## src/rtl/branch_resolve_queue.sv

```systemverilog
// In-order branch tracking queue: checks each prediction at resolve time and emits
// predictor training pulses plus mispredict flush/redirect. Optional macro: BR_RESOLVE_STATS_EN.
module branch_resolve_queue #(
  parameter int unsigned DEPTH = 4
) (
  input  logic                     clk,
  input  logic                     rst,
  input  logic                     push,
  input  logic [15:0]              push_pc,
  input  logic                     push_pred,
  input  logic [15:0]              push_target,
  input  logic                     resolve_valid,
  input  logic                     resolve_taken,
  input  logic [15:0]              resolve_target,
  output logic                     taken,
  output logic                     not_taken,
  output logic                     mispredict,
  output logic [15:0]              redirect_pc,
  output logic                     full,
  output logic                     empty,
  output logic [$clog2(DEPTH):0]   count,
  output logic                     underflow_err,
  output logic [15:0]              stat_resolved,
  output logic [15:0]              stat_mispredict
);

  localparam int unsigned PW = $clog2(DEPTH);
  localparam int unsigned CW = PW + 1;

  logic [15:0]   r_pc   [DEPTH];
  logic          r_pred [DEPTH];
  logic [15:0]   r_tgt  [DEPTH];
  logic [PW-1:0] r_rd;
  logic [PW-1:0] r_wr;
  logic [CW-1:0] r_count;

  logic          w_empty;
  logic          w_full;
  logic          w_do_resolve;
  logic          w_wrong;
  logic          w_flush;
  logic          w_pop;
  logic          w_do_push;
  logic [15:0]   w_head_pc;
  logic          w_head_pred;
  logic [15:0]   w_head_tgt;

  assign w_empty      = (r_count == '0);
  assign w_full       = (r_count == CW'(DEPTH));
  assign w_head_pc    = r_pc[r_rd];
  assign w_head_pred  = r_pred[r_rd];
  assign w_head_tgt   = r_tgt[r_rd];
  assign w_do_resolve = resolve_valid & ~w_empty;
  assign w_wrong      = (w_head_pred != resolve_taken) |
                        (w_head_pred & resolve_taken & (w_head_tgt != resolve_target));
  assign w_flush      = w_do_resolve & w_wrong;
  assign w_pop        = w_do_resolve & ~w_wrong;
  // A pop frees a slot in the same cycle; a flush makes any push wrong-path.
  assign w_do_push    = push & (~w_full | w_pop) & ~w_flush;

  assign full  = w_full;
  assign empty = w_empty;
  assign count = r_count;

  // Entry storage carries no reset.
  always_ff @(posedge clk) begin
    if (w_do_push) begin
      r_pc[r_wr]   <= push_pc;
      r_pred[r_wr] <= push_pred;
      r_tgt[r_wr]  <= push_target;
    end
  end

  always_ff @(posedge clk or posedge rst) begin
    if (rst) begin
      r_rd    <= '0;
      r_wr    <= '0;
      r_count <= '0;
    end else if (w_flush) begin
      r_rd    <= '0;
      r_wr    <= '0;
      r_count <= '0;
    end else begin
      if (w_pop)     r_rd <= r_rd + PW'(1);
      if (w_do_push) r_wr <= r_wr + PW'(1);
      r_count <= r_count + CW'(w_do_push) - CW'(w_pop);
    end
  end

  always_ff @(posedge clk or posedge rst) begin
    if (rst) begin
      taken         <= 1'b0;
      not_taken     <= 1'b0;
      mispredict    <= 1'b0;
      redirect_pc   <= 16'h0000;
      underflow_err <= 1'b0;
    end else begin
      taken      <= w_do_resolve & resolve_taken;
      not_taken  <= w_do_resolve & ~resolve_taken;
      mispredict <= w_flush;
      if (w_flush) begin
        redirect_pc <= resolve_taken ? resolve_target : w_head_pc + 16'd2;
      end
      if (resolve_valid & w_empty) underflow_err <= 1'b1;
    end
  end

`ifdef BR_RESOLVE_STATS_EN
  // Saturating event counters.
  always_ff @(posedge clk or posedge rst) begin
    if (rst) begin
      stat_resolved   <= 16'h0000;
      stat_mispredict <= 16'h0000;
    end else begin
      if (w_do_resolve && stat_resolved != 16'hFFFF) stat_resolved <= stat_resolved + 16'd1;
      if (w_flush && stat_mispredict != 16'hFFFF) stat_mispredict <= stat_mispredict + 16'd1;
    end
  end
`else
  assign stat_resolved   = 16'h0000;
  assign stat_mispredict = 16'h0000;
`endif

endmodule

```

## config.mk

```make
export PLATFORM = sky130hd
export DESIGN_NAME = branch_resolve_queue
export DESIGN_NICKNAME = d
export VERILOG_FILES = /design/src/rtl/branch_resolve_queue.sv
export SDC_FILE = /design/constraint.sdc
export NUM_CORES = 1
export LEC_CHECK = 0
export BUFFER_PORTS_ARGS = -buffer_cell sky130_fd_sc_hd__buf_2
export CORE_ASPECT_RATIO = 0.7
export CORE_MARGIN = 2
export CORE_UTILIZATION = 35
export CTS_CLUSTER_SIZE = 8
export DETAILED_ROUTE_END_ITERATION = 10
export GPL_TIMING_DRIVEN = 0
export PLACE_DENSITY = 0.57
export SKIP_CTS_REPAIR_TIMING = 1
export SYNTH_ARGS = -nofsm -noshare
export SYNTH_HDL_FRONTEND = slang
export SYNTH_SLANG_ARGS = --single-unit
```

## constraint.sdc

```tcl
create_clock -name clk -period 16.2 [get_ports clk]
set_input_delay 0.81 -clock clk [delete_from_list [all_inputs] [get_ports clk]]
set_output_delay 0.81 -clock clk [all_outputs]
set_load 0.05 [all_outputs]
```

Word level (Yosys, flattened, before mapping). Memory sizes are Yosys's and may differ from the RTL's. Cells that the tools add are included.

Flip-flop bits (word level): 27. Bits in writable memories: 132. Input port bits: 54. Logic and storage cells: 47. Memories kept: 3.

Add/subtract/negate cells: 5. Equal/unequal tests: 3. Mux-type cells: 8. Bitwise gates (word level): 17. Reduce and logical (&&, ||, !) cells: 3.

Memory list: r_pc (depth 4, width 16, rd ports 1, clocked after memory_dff 0, wr ports 1, RTL line 30) `logic [15:0] r_pc [DEPTH];`; r_tgt (depth 4, width 16, rd ports 1, clocked after memory_dff 0, wr ports 1, RTL line 32) `logic [15:0] r_tgt [DEPTH];`; r_pred (depth 4, width 1, rd ports 1, clocked after memory_dff 0, wr ports 1, RTL line 31) `logic r_pred [DEPTH];`.

Operator list (number): 16-bit by 2-bit adder with 16-bit output (second input constant) (1); 16-bit two-way mux (1); 16-bit != test (1); 1-bit bitwise AND (10); 2-bit two-way mux (4); 1-bit inverter (5); 2-bit by 1-bit adder with 2-bit output (second input constant) (2); 2-bit nonzero test (2); 3-bit by 1-bit adder with 3-bit output (1); 3-bit == test (second input constant) (1); 3-bit logical NOT (1); 3-bit two-way mux (1); 3-bit by 1-bit subtractor with 3-bit output (1); 1-bit two-way mux (2); 1-bit OR (2); 1-bit != test (1).

Longest topological paths before layout. Gate-level depths: netlist of the first run. An unclocked memory read counts as a cell.

Depth after elaboration: 12. Gate-level depth with buffers: 18. Gate-level depth less buffers: 14.

Least setup slack after synthesis of the first run. Ideal clock, no wire load.

Kind: reg-to-reg. From: register r_count[1] (netlist: count[1]). To: memory r_pc[0][0], enable pin. Setup time: 0.471 ns. Arrival time: 5.076 ns. Required time: 15.729 ns. Path slack: 10.653 ns. Cell stages (with the launch flop): 7. Clock period less this slack: 5.547 ns. Cell sequence: dfrtp_1 > nor3_1 > nor2b_1 > nand2_1 > o31ai_4 > buf_2 > nor3b_1.

Elaborated cells between the ends (all ways): 13. Those cells by class: eq/ne: 1; mux: 2; bitwise: 9; reduce/logical: 1.

RTL lines: from (decl) (RTL line 35) `logic [CW-1:0] r_count;`; from (signal assigned) (RTL line 86) `r_count <= r_count + CW'(w_do_push) - CW'(w_pop);`; 3-bit logical NOT (RTL line 48) `assign w_empty = (r_count == '0);`; named net empty (RTL line 20) `output logic empty,`; 1-bit inverter (RTL line 53) `assign w_do_resolve = resolve_valid & ~w_empty;`; 1-bit bitwise AND (RTL line 53); 1-bit bitwise AND (RTL line 56) `assign w_flush = w_do_resolve & w_wrong;`; named net w_flush (RTL line 41) `logic w_flush;`; 1-bit inverter (RTL line 59) `assign w_do_push = push & (~w_full | w_pop) & ~w_flush;`; 1-bit bitwise AND (RTL line 59); 1-bit two-way mux (RTL line 67) `if (w_do_push) begin`; 1-bit two-way mux (not written as such) (RTL line 68) `r_pc[r_wr] <= push_pc;`; to (decl) (RTL line 30).

The timed path passes the listed nets, and every way through them passes these cells.

Final worst setup path of the first run.
From: register r_rd[1]. To: register r_count[2] (netlist: count[2]).

Cells in the longest elaborated chain, start to end: 12. Elaborated cells between the ends (all ways): 17. Those cells by class: add/sub: 2; eq/ne: 2; mux: 1; bitwise: 10; memory: 2.

Ends and longest elaborated chain: from (decl) (RTL line 33) `logic [PW-1:0] r_rd;`; from (signal assigned) (RTL line 84) `if (w_pop) r_rd <= r_rd + PW'(1);`; memory 4 x 16 bit / memory 4 x 1 bit (equally long branches); 16-bit != test / 1-bit bitwise AND (equally long branches) (RTL line 55) `(w_head_pred & resolve_taken & (w_head_tgt != resolve_target));`; 1-bit bitwise AND (RTL line 55); 1-bit OR (*) (RTL line 54) `assign w_wrong = (w_head_pred != resolve_taken) |`; 1-bit inverter (RTL line 57) `assign w_pop = w_do_resolve & ~w_wrong;`; 1-bit bitwise AND (RTL line 57); 1-bit OR (RTL line 59); 1-bit bitwise AND (2 in series) (RTL line 59); 3-bit by 1-bit adder with 3-bit output (RTL line 86); 3-bit by 1-bit subtractor with 3-bit output (RTL line 86); 3-bit two-way mux (*) (RTL line 79) `end else if (w_flush) begin`.

Mark *: on every way between the ends. The rest lies on a longest branch, timed or not. A chain may end at the register's enable or synchronous reset.

==> insert_results.sql, run 1 <==
INSERT INTO impl_metrics (metric_group, metric, value, unit) VALUES
('pwr', 'worst_ir_drop_vdd', '0.0723', 'mV'),
('worst_setup_path', 'critPathLaunchType', 'register', ''),
('cells_and_area', 'syn2layout_area_growth', '23.4', '%'),
('pwr', 'total_leakage_power', '3.24', 'nW'),
('logic_synthesis', 'synthCells', '389', ''),
('flow_run', 'maxCapViolations', '0', ''),
('global_routing', 'global_route_wire_length_before_repair', '22.7', 'mm'),
('worst_setup_path', 'critical_path_class', 'register to register', ''),
('clock_tree', 'ctsHtreeMaxLevel', '4', ''),
('sta', 'timing.final.max_slew_violations', '0', ''),
('logic_synthesis', 'seq_area_frac_synth', '0.670', ''),
('pwr', 'switching_fraction', '0.351', ''),
('clock_tree', 'clk_pin_slew', '0.06', 'ns'),
('die', 'start_util', '0.362', ''),
('logic_synthesis', 'ys_types', '40', ''),
('global_routing', 'grt_antenna_before_repair', '0', ''),
('cells_and_area', 'multi_input_gate_area', '2030', 'µm²'),
('route', 'ant_nets', '0', ''),
('logic_synthesis', 'synth.ff_latch_count', '159', ''),
('sta', 'finalCriticalPeriod', '4.28', 'ns'),
('die', 'chipHeight', '122', 'µm'),
('global_routing', 'busiest_layer', 'met2', ''),
('clock_tree', 'cts_num_sinks', '159', ''),
('logic_synthesis', 'dominantRegCellSynth', 'edfxtp_1', ''),
('clock_tree', 'worstSkewPairLatency', '0.42', 'ns'),
('worst_setup_path', 'cp_max_fo', '10', ''),
('logic_synthesis', 'yosys.area.top_type', 'edfxtp_1', ''),
('sta', 'timing.hold.ws', '0.457', 'ns'),
('sta', 'max-slew-margin-rel', '0.266', ''),
('place', 'place.detailed.instances', '775', ''),
('place', 'gp_congestion', '0.728', ''),
('clock_tree', 'tritoncts_clock_tree', 'built', ''),
('global_routing', 'global_route.usage.met1', '0.209', ''),
('die', 'die_area', '20900', 'µm²'),
('clock_tree', 'cts_buffers', '17', ''),
('die', 'floorplan.die.width', '172', 'µm'),
('pwr', 'pwr_density_cell', '179', 'nW/µm²'),
('global_routing', 'globalRouteMet2Util', '0.244', ''),
('die', 'core_region_area', '19100', 'µm²'),
('cells_and_area', 'share_of_post_route_cells_with_drive_strength_above_1', '0.390', ''),
('sta', 'clock-skew-final', '0.0119', 'ns'),
('die', 'number_of_placement_rows', '42', ''),
('logic_synthesis', 'post-synth-top-area-fraction', '0.573', ''),
('logic_synthesis', 'most_frequent_cell_after_synthesis', 'edfxtp_1', ''),
('global_routing', 'via_count_of_the_first_global_routing_pass', '3849', ''),
('cells_and_area', 'register_area', '4640', 'µm²'),
('logic_synthesis', 'synth_enable_flop_cells', '132', ''),
('logic_synthesis', 'yosys_warnings', '0', ''),
('global_routing', 'grt_max_degree', '28', ''),
('route', 'drc', '0', ''),
('sta', 'rsz_0062_raised_after_global_routing', 'false', ''),
('sta', 'worst-slew-pin-transition', '1.10', 'ns'),
('cells_and_area', 'postLayoutCoreUtil', '0.447', ''),
('pwr', 'p_total', '1.52', 'mW'),
('cells_and_area', 'fin_cells', '807', ''),
('route', 'first_pass_iters', '4', ''),
('pwr', 'seqPwrFrac', '0.375', ''),
('cells_and_area', 'n_antenna_cell', '0', ''),
('worst_setup_path', 'cp_data_required_time', '16.50', 'ns'),
('logic_synthesis', 'synth_top_cells_by_area', 'edfxtp_1 57%, dfrtp_1 9.8%, mux4_2 7.5%, mux4_1 3.8%, buf_4 3.5%', ''),
('global_routing', 'use_met3', '0.0387', ''),
('global_routing', 'overflow_after_grt', '0', ''),
('status', 'run_status', 'finished clean', ''),
('sta', 'tns', '0', 'ns'),
('logic_synthesis', 'yosys-top-cells-count', '132 x edfxtp_1, 32 x buf_4, 27 x dfrtp_1, 27 x xnor2_1, 23 x mux4_2', ''),
('logic_synthesis', 'synth.cell_area', '6920', 'µm²'),
('route', 'drt-vias-per-instance', '4.62', ''),
('sta', 'layout_worst_path_cycle_share', '0.264', ''),
('global_routing', 'track_usage', '0.154', ''),
('route', 'drt_wl_total', '15.1', 'mm'),
('pwr', 'switching_power', '0.536', 'mW');
==> power by group through the flow <==
stage | Sequential, mW | Combinational, mW | Clock, mW
finish | 0.572 | 0.543 | 0.410
global route | 0.579 | 0.587 | 0.437
CTS | 0.574 | 0.551 | 0.420
detailed placement | 0.582 | 0.547 | 0
global placement | 0.588 | 0.516 | 0
floorplan | 0.662 | 0.313 | 0
==> cell usage in the layout (no fill, tap or decap), drive strengths merged, types with 4 or more instances in the layout <==
| master | count |
|---|---|
| nand4 | 8 |
| clkbuf | 18 |
| conb | 32 |
| mux4 | 33 |
| mux2 | 14 |
| inv | 18 |
| buf | 135 |
| nor2 | 11 |
| edfxtp | 132 |
| nor4 | 4 |
| nor3b | 5 |
| nand2 | 16 |
| nor3 | 4 |
| dfrtp | 27 |
| clkinv | 4 |
| xor2 | 5 |
| mux2i | 9 |
| xnor2 | 27 |
| o21ai | 10 |
| ha | 8 |
==> final cells by class <==
cell class                      instances  area share
Inverter                               13     0.00571
Timing Repair Buffer                   91      0.0628
Sequential cell                       159       0.543
Buffer                                 45      0.0401
Multi-Input combinational cell        203       0.238
Clock buffer                           17      0.0498
Tap cell                              264      0.0387
Clock inverter                         15      0.0215
==> per-layer routing <==
layer,vias to the layer above,part of all wire
li1,1717,-
met1,1883,0.45
met2,120,0.48
met3,11,0.064
met4,0,0.0064
met5,-,0
==> path summary, 6_finish.rpt <==
check,from,to,slack [ns],cells past startpoint
worst max-delay path,r_rd[1],count[2],11.92,17
worst min-delay path,underflow_err,underflow_err,0.46,1
worst max register to register,r_rd[1],count[2],11.92,17
worst min register to register,underflow_err,underflow_err,0.46,1
max in group asynchronous,rst,count[1],14.87,2
min in group asynchronous,rst,redirect_pc[5],0.66,2
==> metrics by stage <==
stage          cell area (µm²)  setup WS, ns
5_1_grt                   8540         11.67
6_report                  8540         11.92
3_5_place_dp              7930         11.96
2_1_floorplan             7040         10.65
4_1_cts                   8540         11.91
3_3_place_gp              7760          8.49
==> kinds of logic (layout without fill, tap and decap cells) <==
logic type,Yosys count,in the layout,share of synthesized area
buffers and inverters,58,181,0.0566
multiplexers,56,56,0.151
flip-flops,159,159,0.670
adder cells (fa/ha/maj),9,9,0.0174
XOR/XNOR,32,32,0.0405
other,1,32,0.000542
AND/OR/NAND/NOR,59,59,0.0488
AO/OA/AOI/OAI,15,15,0.0152
==> worst max-delay path, cell delays in order (launching register included) <==
cell     delay (ns)
dfrtp_1        0.33
buf_2          0.23
buf_2          0.33
mux4_1         0.35
xnor2_1        0.22
nand4_1        0.24
nor4_4         0.52
o31ai_4        0.22
buf_6          0.22
or2_1          0.23
ha_1           0.27
inv_1          0.06
ha_1           0.13
inv_1          0.05
fa_1           0.38
xnor2_1        0.18
xnor2_1        0.14
nor2_1         0.06
==> registers in the layout (all words and copies together), names as in the netlist <==
name           cells
underflow_err      1
taken              1
r_pc              64
not_taken          1
r_pred             4
r_tgt             64
count              3
r_rd               2
r_wr               2
mispredict         1
redirect_pc       16
(Power assumes the default switching activity.)
==> run 2, diff against run 1 <==
PLACE_DENSITY = 0.59   (was 0.57)
clock period = 3.8 ns   (was 16.2 ns; I/O delays follow)
==> run 2 against run 1 <==
The run now ends with negative setup slack left. Non-clock buffer count increased by 40. Global-route usage about the same. Critical path type unchanged. Die area unchanged. Sequential cell count unchanged. Design area increased by 6.2%. Clock power increased to 4.1 times the previous value. Maximum frequency increased by 7.7%. Sequential power increased to 4.3 times the previous value. Highest routed layer unchanged. Largest cell class unchanged. Setup slack got worse by 12 ns. Worst hold slack got worse by 0.45 ns. Power increased to 4.4 times the previous value.
==> insert_results.sql, run 2 (synthesis results as in run 1) <==
INSERT INTO impl_metrics (metric_group, metric, value, unit) VALUES
('route', 'violation_count_after_the_first_detailed_route_iteration', '213', ''),
('route', 'route.detailed.wl_per_inst', '18.3', 'µm'),
('die', 'chipHeight', '122', 'µm'),
('status', 'run_status', 'finished with violations', ''),
('route', 'wl_met3', '985', 'µm'),
('sta', 'tns', '-0.188', 'ns'),
('worst_setup_path', 'endpoint_kind', 'register', ''),
('cells_and_area', 'syn2layout_area_growth', '31.0', '%'),
('route', 'drc', '0', ''),
('route', 'first_pass_iters', '4', ''),
('flow_run', 'maxCapViolations', '0', ''),
('die', 'die_area', '20900', 'µm²'),
('min_path', 'hold_path.class', 'primary input to register', ''),
('clock_tree', 'tritoncts_clock_tree', 'built', ''),
('pwr', 'total_leakage_power', '3.45', 'nW'),
('clock_tree', 'clock_tree.root_cell', 'clkbuf_16', ''),
('global_routing', 'grt_antenna_before_repair', '0', ''),
('die', 'start_util', '0.362', ''),
('clock_tree', 'clk_pin_slew', '0.07', 'ns'),
('sta', 'worst-slew-pin-transition', '1.09', 'ns'),
('sta', 'layout_worst_path_cycle_share', '1.05', ''),
('place', 'gp_congestion', '0.753', ''),
('route', 'routed-wl-met2', '6.78', 'mm'),
('route', 'drt_wl_total', '15.5', 'mm'),
('global_routing', 'track_usage', '0.153', ''),
('worst_setup_path', 'crit_path_cell_chain', 'buf_8 > buf_12 > mux4_2 > xnor2_2 > nand4_1 > nor4_4 > buf_4 > o31ai_4 > buf_6 > or2_1 > ha_1 > inv_1 > ha_2 > inv_2 > fa_2 > xnor2_1 > xnor2_1 > nor2_1', ''),
('sta', 'hold_viol_final', '0', ''),
('cells_and_area', 'largestRegisters', 'r_pc (64), r_tgt (64), redirect_pc (16)', ''),
('pwr', 'pwr_density_cell', '736', 'nW/µm²'),
('sta', 'setup-violations-final', '2', ''),
('cells_and_area', 'layout.cells.most_common_list', '132 x edfxtp_1, 81 x buf_2, 44 x buf_4, 32 x conb_1, 31 x dlygate4sd3_1', ''),
('worst_setup_path', 'critPathLaunchType', 'register', ''),
('sta', 'timing.final.max_slew_violations', '0', ''),
('global_routing', 'grt_max_degree', '28', ''),
('pwr', 'worst_ir_drop_vdd', '0.290', 'mV'),
('cells_and_area', 'layout.nets', '633', ''),
('sta', 'maxClockFrequency', '252', 'MHz'),
('worst_setup_path', 'crit_path_top_delay_cell', 'mux4_2', ''),
('die', 'floorplan.die.width', '172', 'µm'),
('cells_and_area', 'n_antenna_cell', '0', ''),
('route', 'route.top_layer_used', 'met4', ''),
('die', 'number_of_placement_rows', '42', ''),
('worst_setup_path', 'critical_path_most_common_cell', 'xnor2_1', ''),
('clock_tree', 'worstSkewPairLatency', '0.42', 'ns'),
('route', 'ant_nets', '0', ''),
('cells_and_area', 'share_of_post_route_cells_with_drive_strength_above_1', '0.396', ''),
('global_routing', 'overflow_after_grt', '0', ''),
('sta', 'finalCriticalPeriod', '3.97', 'ns'),
('clock_tree', 'ctsHtreeMaxLevel', '4', ''),
('global_routing', 'global_route_wire_length_before_repair', '22.6', 'mm'),
('sta', 'rsz_0062_raised_after_global_routing', 'true', ''),
('route', 'drt-met1-wl', '7.56', 'mm'),
('worst_setup_path', 'cp_max_fo', '6', ''),
('global_routing', 'via_count_of_the_first_global_routing_pass', '3783', ''),
('die', 'core_region_area', '19100', 'µm²'),
('worst_setup_path', 'arrival', '4.29', 'ns'),
('sta', 'post-route-worst-setup-slack', '-0.172', 'ns'),
('clock_tree', 'clk_path_buf_depth', '2', ''),
('route', 'vias', '3871', ''),
('worst_setup_path', 'cp_slowest_stage_delay', '0.53', 'ns'),
('worst_setup_path', 'cp_data_required_time', '4.12', 'ns'),
('place', 'dp_hpwl', '11.0', 'mm'),
('worst_setup_path', 'critical_path_class', 'register to register', ''),
('cells_and_area', 'postLayoutCoreUtil', '0.474', ''),
('worst_setup_path', 'path_delay_family', 'simple AND/OR/NAND/NOR gates', ''),
('die', 'design.portCount', '111', ''),
('sta', 'max-slew-margin-rel', '0.274', ''),
('status', 'violations', 'negative setup slack', ''),
('route', 'drt-vias-per-instance', '4.57', ''),
('cells_and_area', 'layout_commonest_cell', 'edfxtp_1', ''),
('clock_tree', 'cts_num_sinks', '159', ''),
('sta', 'clock-skew-final', '0.00948', 'ns'),
('place', 'port_buffers', '78', ''),
('worst_setup_path', 'critPathBufInv', '6', ''),
('clock_tree', 'cts_buffers', '17', '');
-- run 2: cell count changes in the layout (fill, tap and decap cells not counted), moves of 3 or more --
cell and delta:
dlygate4sd3_1 +31, xnor2_2 +3, buf_2 -3, buf_8 +8, buf_6 -15, nor3b_4 +4, buf_4 +12, nor3b_2 -4
inv_8 +3, xnor2_1 -3
-- run 2: cell type report --
| cell class | count | area [µm²] |
|---|---|---|
| sequential | 159 | 4640 |
| inverter | 13 | 48.8 |
| multi-input combinational | 203 | 2100 |
| buffer | 45 | 370 |
| fill | 1696 | 10100 |
| tap | 264 | 330 |
| clock buffer | 18 | 429 |
| timing repair buffer | 131 | 998 |
| clock inverter | 14 | 148 |
-- run 2: layer usage --
metal	GRT usage	vias to the layer above
li1	-	1794
met1	0.224	1930
met2	0.228	135
met3	0.0361	12
met4	0.0478	0
met5	0	-
-- run 2: report_power, final --
part	internal [mW]	leakage, nW	total (mW)	switching, mW
logic	1.08	1.64	2.57	1.49
clock network	0.926	0.274	1.67	0.740
registers	2.28	1.53	2.44	0.157
total	4.29	3.45	6.68	2.39
-- run 2: path summary, 6_finish.rpt --
path,from,end,slack [ns],depth (start not counted)
worst max-delay path,r_rd[0],count[2],-0.17,18
worst min-delay path,push_pred,r_pred[1],0.008,1
worst max register to register,r_rd[0],count[2],-0.17,18
worst min register to register,underflow_err,underflow_err,0.45,1
max in group asynchronous,rst,r_rd[0],3.03,2
min in group asynchronous,rst,r_wr[0],0.03,2
-- run 2: through the flow --
stage / power, mW / worst slack, ns / hold WS (ns) / cell area, µm² / std cells
finish: 6.68 / -0.172 / 0.00770 / 9070 / 847
global route: 7.00 / -0.278 / 0.0105 / 9070 / 847
floorplan: 4.19 / 0.000983 / 0.243 / 7100 / 420
detailed placement: 4.88 / -0.384 / 0.408 / 8000 / 771
global placement: 4.73 / -1.67 / 0.398 / 7820 / 762
CTS: 6.56 / -0.412 / -0.0385 / 8580 / 803
-- run 2: worst register-to-register path: stages, from the launching register on --
cell and delay, ns:
dfrtp_2 0.43, buf_8 0.16, buf_12 0.14, mux4_2 0.53, xnor2_2 0.15, nand4_1 0.23, nor4_4 0.29, buf_4 0.18
o31ai_4 0.13, buf_6 0.17, or2_1 0.23, ha_1 0.27, inv_1 0.06, ha_2 0.16, inv_2 0.04, fa_2 0.33
xnor2_1 0.19, xnor2_1 0.14, nor2_1 0.05
==> run 3, diff against run 2 <==
ABC_AREA = 1   (was unset)
PLACE_DENSITY = 0.58   (was 0.59)
==> run 3 against run 2 <==
The run now ends clean. Utilization is 2.2 points lower. Count of clock-buffer cells in the layout decreased by 1. Non-clock buffer count decreased by 3. Sequential share of layout area decreased by 1.8 points. Sequential cell count is the same. Synthesized cell count is 80% higher. Final cell count up 36%. Synthesized area increased by 7.4%. Setup slack better by 0.54 ns. Critical path depth rose by 1. Critical path type unchanged. Critical endpoint unchanged. Largest power group unchanged.
==> insert_results.sql, run 3 <==
INSERT INTO impl_metrics (metric_group, metric, value, unit) VALUES
('status', 'run_status', 'finished clean', ''),
('place', 'gp_congestion', '0.815', ''),
('global_routing', 'grt_antenna_before_repair', '0', ''),
('cells_and_area', 'fin_cells', '1153', ''),
('worst_setup_path', 'worst_reg2reg_path_length_in_cells', '19', ''),
('logic_synthesis', 'synth.cell_area', '7430', 'µm²'),
('die', 'design.portCount', '111', ''),
('route', 'ant_nets', '0', ''),
('global_routing', 'via_count_of_the_first_global_routing_pass', '4629', ''),
('sta', 'timing.final.max_slew_violations', '0', ''),
('route', 'drt_wl_total', '17.7', 'mm'),
('place', 'dpl-instance-area', '8410', 'µm²'),
('logic_synthesis', 'synth_enable_flop_cells', '132', ''),
('logic_synthesis', 'ys_types', '38', ''),
('global_routing', 'global_route_wire_length_before_repair', '26.5', 'mm'),
('global_routing', 'track_usage', '0.159', ''),
('worst_setup_path', 'arrival', '3.74', 'ns'),
('sta', 'timing.hold.ws', '0.0163', 'ns'),
('die', 'floorplan.die.width', '178', 'µm'),
('pwr', 'pwr_density_cell', '798', 'nW/µm²'),
('die', 'die_area', '22400', 'µm²'),
('logic_synthesis', 'seq_area_frac_synth', '0.624', ''),
('logic_synthesis', 'synth-adder-area-share', '0.0162', ''),
('logic_synthesis', 'synth.ff_latch_count', '159', ''),
('logic_synthesis', 'synthCells', '700', ''),
('logic_synthesis', 'synth_compound_area_frac', '0.0325', ''),
('route', 'vias', '5266', ''),
('pwr', 'total_leakage_power', '4.03', 'nW'),
('logic_synthesis', 'share_of_synthesized_cell_area_in_and_or_nand_and_nor_gates', '0.230', ''),
('place', 'dp_hpwl', '12.7', 'mm'),
('logic_synthesis', 'yosys.area.top_type', 'edfxtp_1', ''),
('cells_and_area', 'largestRegisters', 'r_pc (64), r_tgt (64), redirect_pc (16)', ''),
('cells_and_area', 'layout_commonest_cell', 'nand2_1', ''),
('clock_tree', 'ctsHtreeMaxLevel', '4', ''),
('logic_synthesis', 'ys_async_sr_fraction', '0.170', ''),
('pwr', 'worst_ir_drop_vdd', '0.378', 'mV'),
('sta', 'layout_worst_path_cycle_share', '0.903', ''),
('worst_setup_path', 'worstSetupStartpoint', 'r_rd[0]', ''),
('logic_synthesis', 'synthMuxAreaShare', '0.00135', ''),
('cells_and_area', 'layout.nets', '927', ''),
('logic_synthesis', 'yosys-top-cells-count', '240 x nand2_1, 132 x edfxtp_1, 73 x nand3_1, 38 x buf_4, 36 x nor2_1', ''),
('die', 'chipHeight', '126', 'µm'),
('global_routing', 'grt_max_degree', '28', ''),
('worst_setup_path', 'critPathLaunchType', 'register', ''),
('logic_synthesis', 'largest_family_of_logic_cells_by_synthesized_area', 'simple AND/OR/NAND/NOR gates', ''),
('sta', 'maxClockFrequency', '291', 'MHz'),
('logic_synthesis', 'post-synth-top-area-fraction', '0.533', ''),
('sta', 'max-slew-margin-rel', '0.293', ''),
('logic_synthesis', 'most_frequent_cell_after_synthesis', 'nand2_1', ''),
('clock_tree', 'cts_num_sinks', '159', ''),
('route', 'drt-vias-per-instance', '4.57', ''),
('sta', 'finalCriticalPeriod', '3.43', 'ns'),
('logic_synthesis', 'avg_cell_area_syn', '10.6', 'µm²'),
('clock_tree', 'clock_tree.root_cell', 'clkbuf_16', ''),
('sta', 'setup-violations-final', '0', ''),
('cells_and_area', 'syn2layout_area_growth', '26.3', '%'),
('logic_synthesis', 'dominantRegCellSynth', 'edfxtp_1', ''),
('route', 'route.detailed.wl_per_inst', '15.4', 'µm'),
('clock_tree', 'worstSkewPairLatency', '0.42', 'ns'),
('route', 'violation_count_after_the_first_detailed_route_iteration', '327', ''),
('clock_tree', 'tritoncts_clock_tree', 'built', ''),
('cells_and_area', 'n_antenna_cell', '0', ''),
('logic_synthesis', 'yosys_warnings', '0', ''),
('worst_setup_path', 'endpoint_kind', 'register', ''),
('die', 'number_of_placement_rows', '44', ''),
('worst_setup_path', 'cp_data_required_time', '4.11', 'ns'),
('cells_and_area', 'layout.cell_area.non_filler', '9390', 'µm²'),
('cells_and_area', 'layout.cells.most_common_list', '240 x nand2_1, 132 x edfxtp_1, 81 x buf_2, 73 x nand3_1, 38 x buf_4', ''),
('pwr', 'p_total', '7.50', 'mW'),
('worst_setup_path', 'worst_r2r_startpoint', 'r_rd[0]', ''),
('sta', 'worst-slew-pin-transition', '1.06', 'ns'),
('cells_and_area', 'share_of_post_route_cells_with_drive_strength_above_1', '0.237', ''),
('worst_setup_path', 'critical_path_class', 'register to register', ''),
('route', 'first_pass_iters', '5', ''),
('worst_setup_path', 'cp_max_fo', '10', ''),
('route', 'drc', '0', ''),
('flow_run', 'maxCapViolations', '0', ''),
('sta', 'clock-skew-final', '0.0129', 'ns'),
('logic_synthesis', 'synth_xor_xnor_area_share', '0.00707', ''),
('die', 'core_region_area', '20800', 'µm²'),
('place', 'port_buffers', '78', ''),
('die', 'start_util', '0.358', ''),
('logic_synthesis', 'synth_top_cells_by_area', 'edfxtp_1 53%, nand2_1 12%, dfrtp_1 9.1%, nand3_1 4.9%, buf_4 3.8%', ''),
('global_routing', 'overflow_after_grt', '0', ''),
('sta', 'rsz_0062_raised_after_global_routing', 'false', ''),
('place', 'place.detailed.instances', '1089', ''),
('clock_tree', 'clk_path_buf_depth', '2', ''),
('min_path', 'hold_path.class', 'primary input to asynchronous set/reset pin', ''),
('clock_tree', 'cts_buffers', '17', ''),
('sta', 'hold_viol_final', '0', ''),
('clock_tree', 'clk_pin_slew', '0.07', 'ns');
run 3: cell count changes in the layout (fill, tap and decap cells not counted), sizes merged, moves of 5 or more:
cell	change
nor2	+37
nand3b	+13
a21oi	+6
mux4	-33
nand2	+233
nand4	-5
nand3	+73
o21ai	+14
inv	+18
o211ai	+6
xnor2	-26
mux2	-14
mux2i	-8
run 3: worst paths after layout:
path / end / slack [ns]
min in group clk: r_pc[3][15] / 0.02
max in group asynchronous: redirect_pc[10] / 3.12
max reg2reg: count[2] / 0.37
max: count[2] / 0.37
min: redirect_pc[0] / 0.02
min reg2reg: underflow_err / 0.45
run 3: cell families after synthesis:
group           Yosys count
xor+xnor                  6
mux                       1
buf+inv                  90
flops                   159
other cells               1
fa+ha+maj                 9
simple gates            392
compound gates           42
run 3: per-stage QoR:
stage / setup slack, ns / util / setup TNS (ns)
after floorplan: 0.173 / - / 0
after global placement: -1.56 / 0.399 / -191.78
after detailed placement: 0.273 / 0.405 / 0
after CTS: 0.245 / 0.437 / 0
after global routing: 0.0636 / 0.452 / 0
final: 0.369 / 0.452 / 0
run 3: power breakdown:
group,switching [mW],internal (mW)
clock,0.749,1.13
sequential,0.155,2.28
combinational,2.16,1.03
total,3.06,4.44
run 3: layout make-up:
cell class                 instances  area, µm²
buffer                            59        529
clock buffer                      17        425
clock inverter                    15        225
fill                            1951      11400
inverter                          31        126
multi-input combinational        482       2290
sequential                       159       4640
tap                              276        345
timing repair buffer             114        806
run 3: metal layers:
layer	up-vias	share of wire	GRT usage
li1	2623	-	-
met1	2470	0.51	0.254
met2	165	0.42	0.220
met3	8	0.066	0.0320
met4	0	0.0049	0.0373
met5	-	0	0
run 3: critical path, stage by stage, from the launching register on:
cell and delay (ns):
dfrtp_1 0.38, buf_6 0.16, inv_8 0.10, buf_12 0.14
buf_8 0.14, buf_6 0.14, nor2_1 0.05, o22ai_1 0.22
ha_1 0.27, inv_1 0.10, nand3_2 0.11, nand2_1 0.17
nand3_4 0.17, ha_1 0.31, inv_1 0.06, ha_1 0.13
inv_1 0.05, fa_1 0.37, xor2_1 0.19, nor2_2 0.05
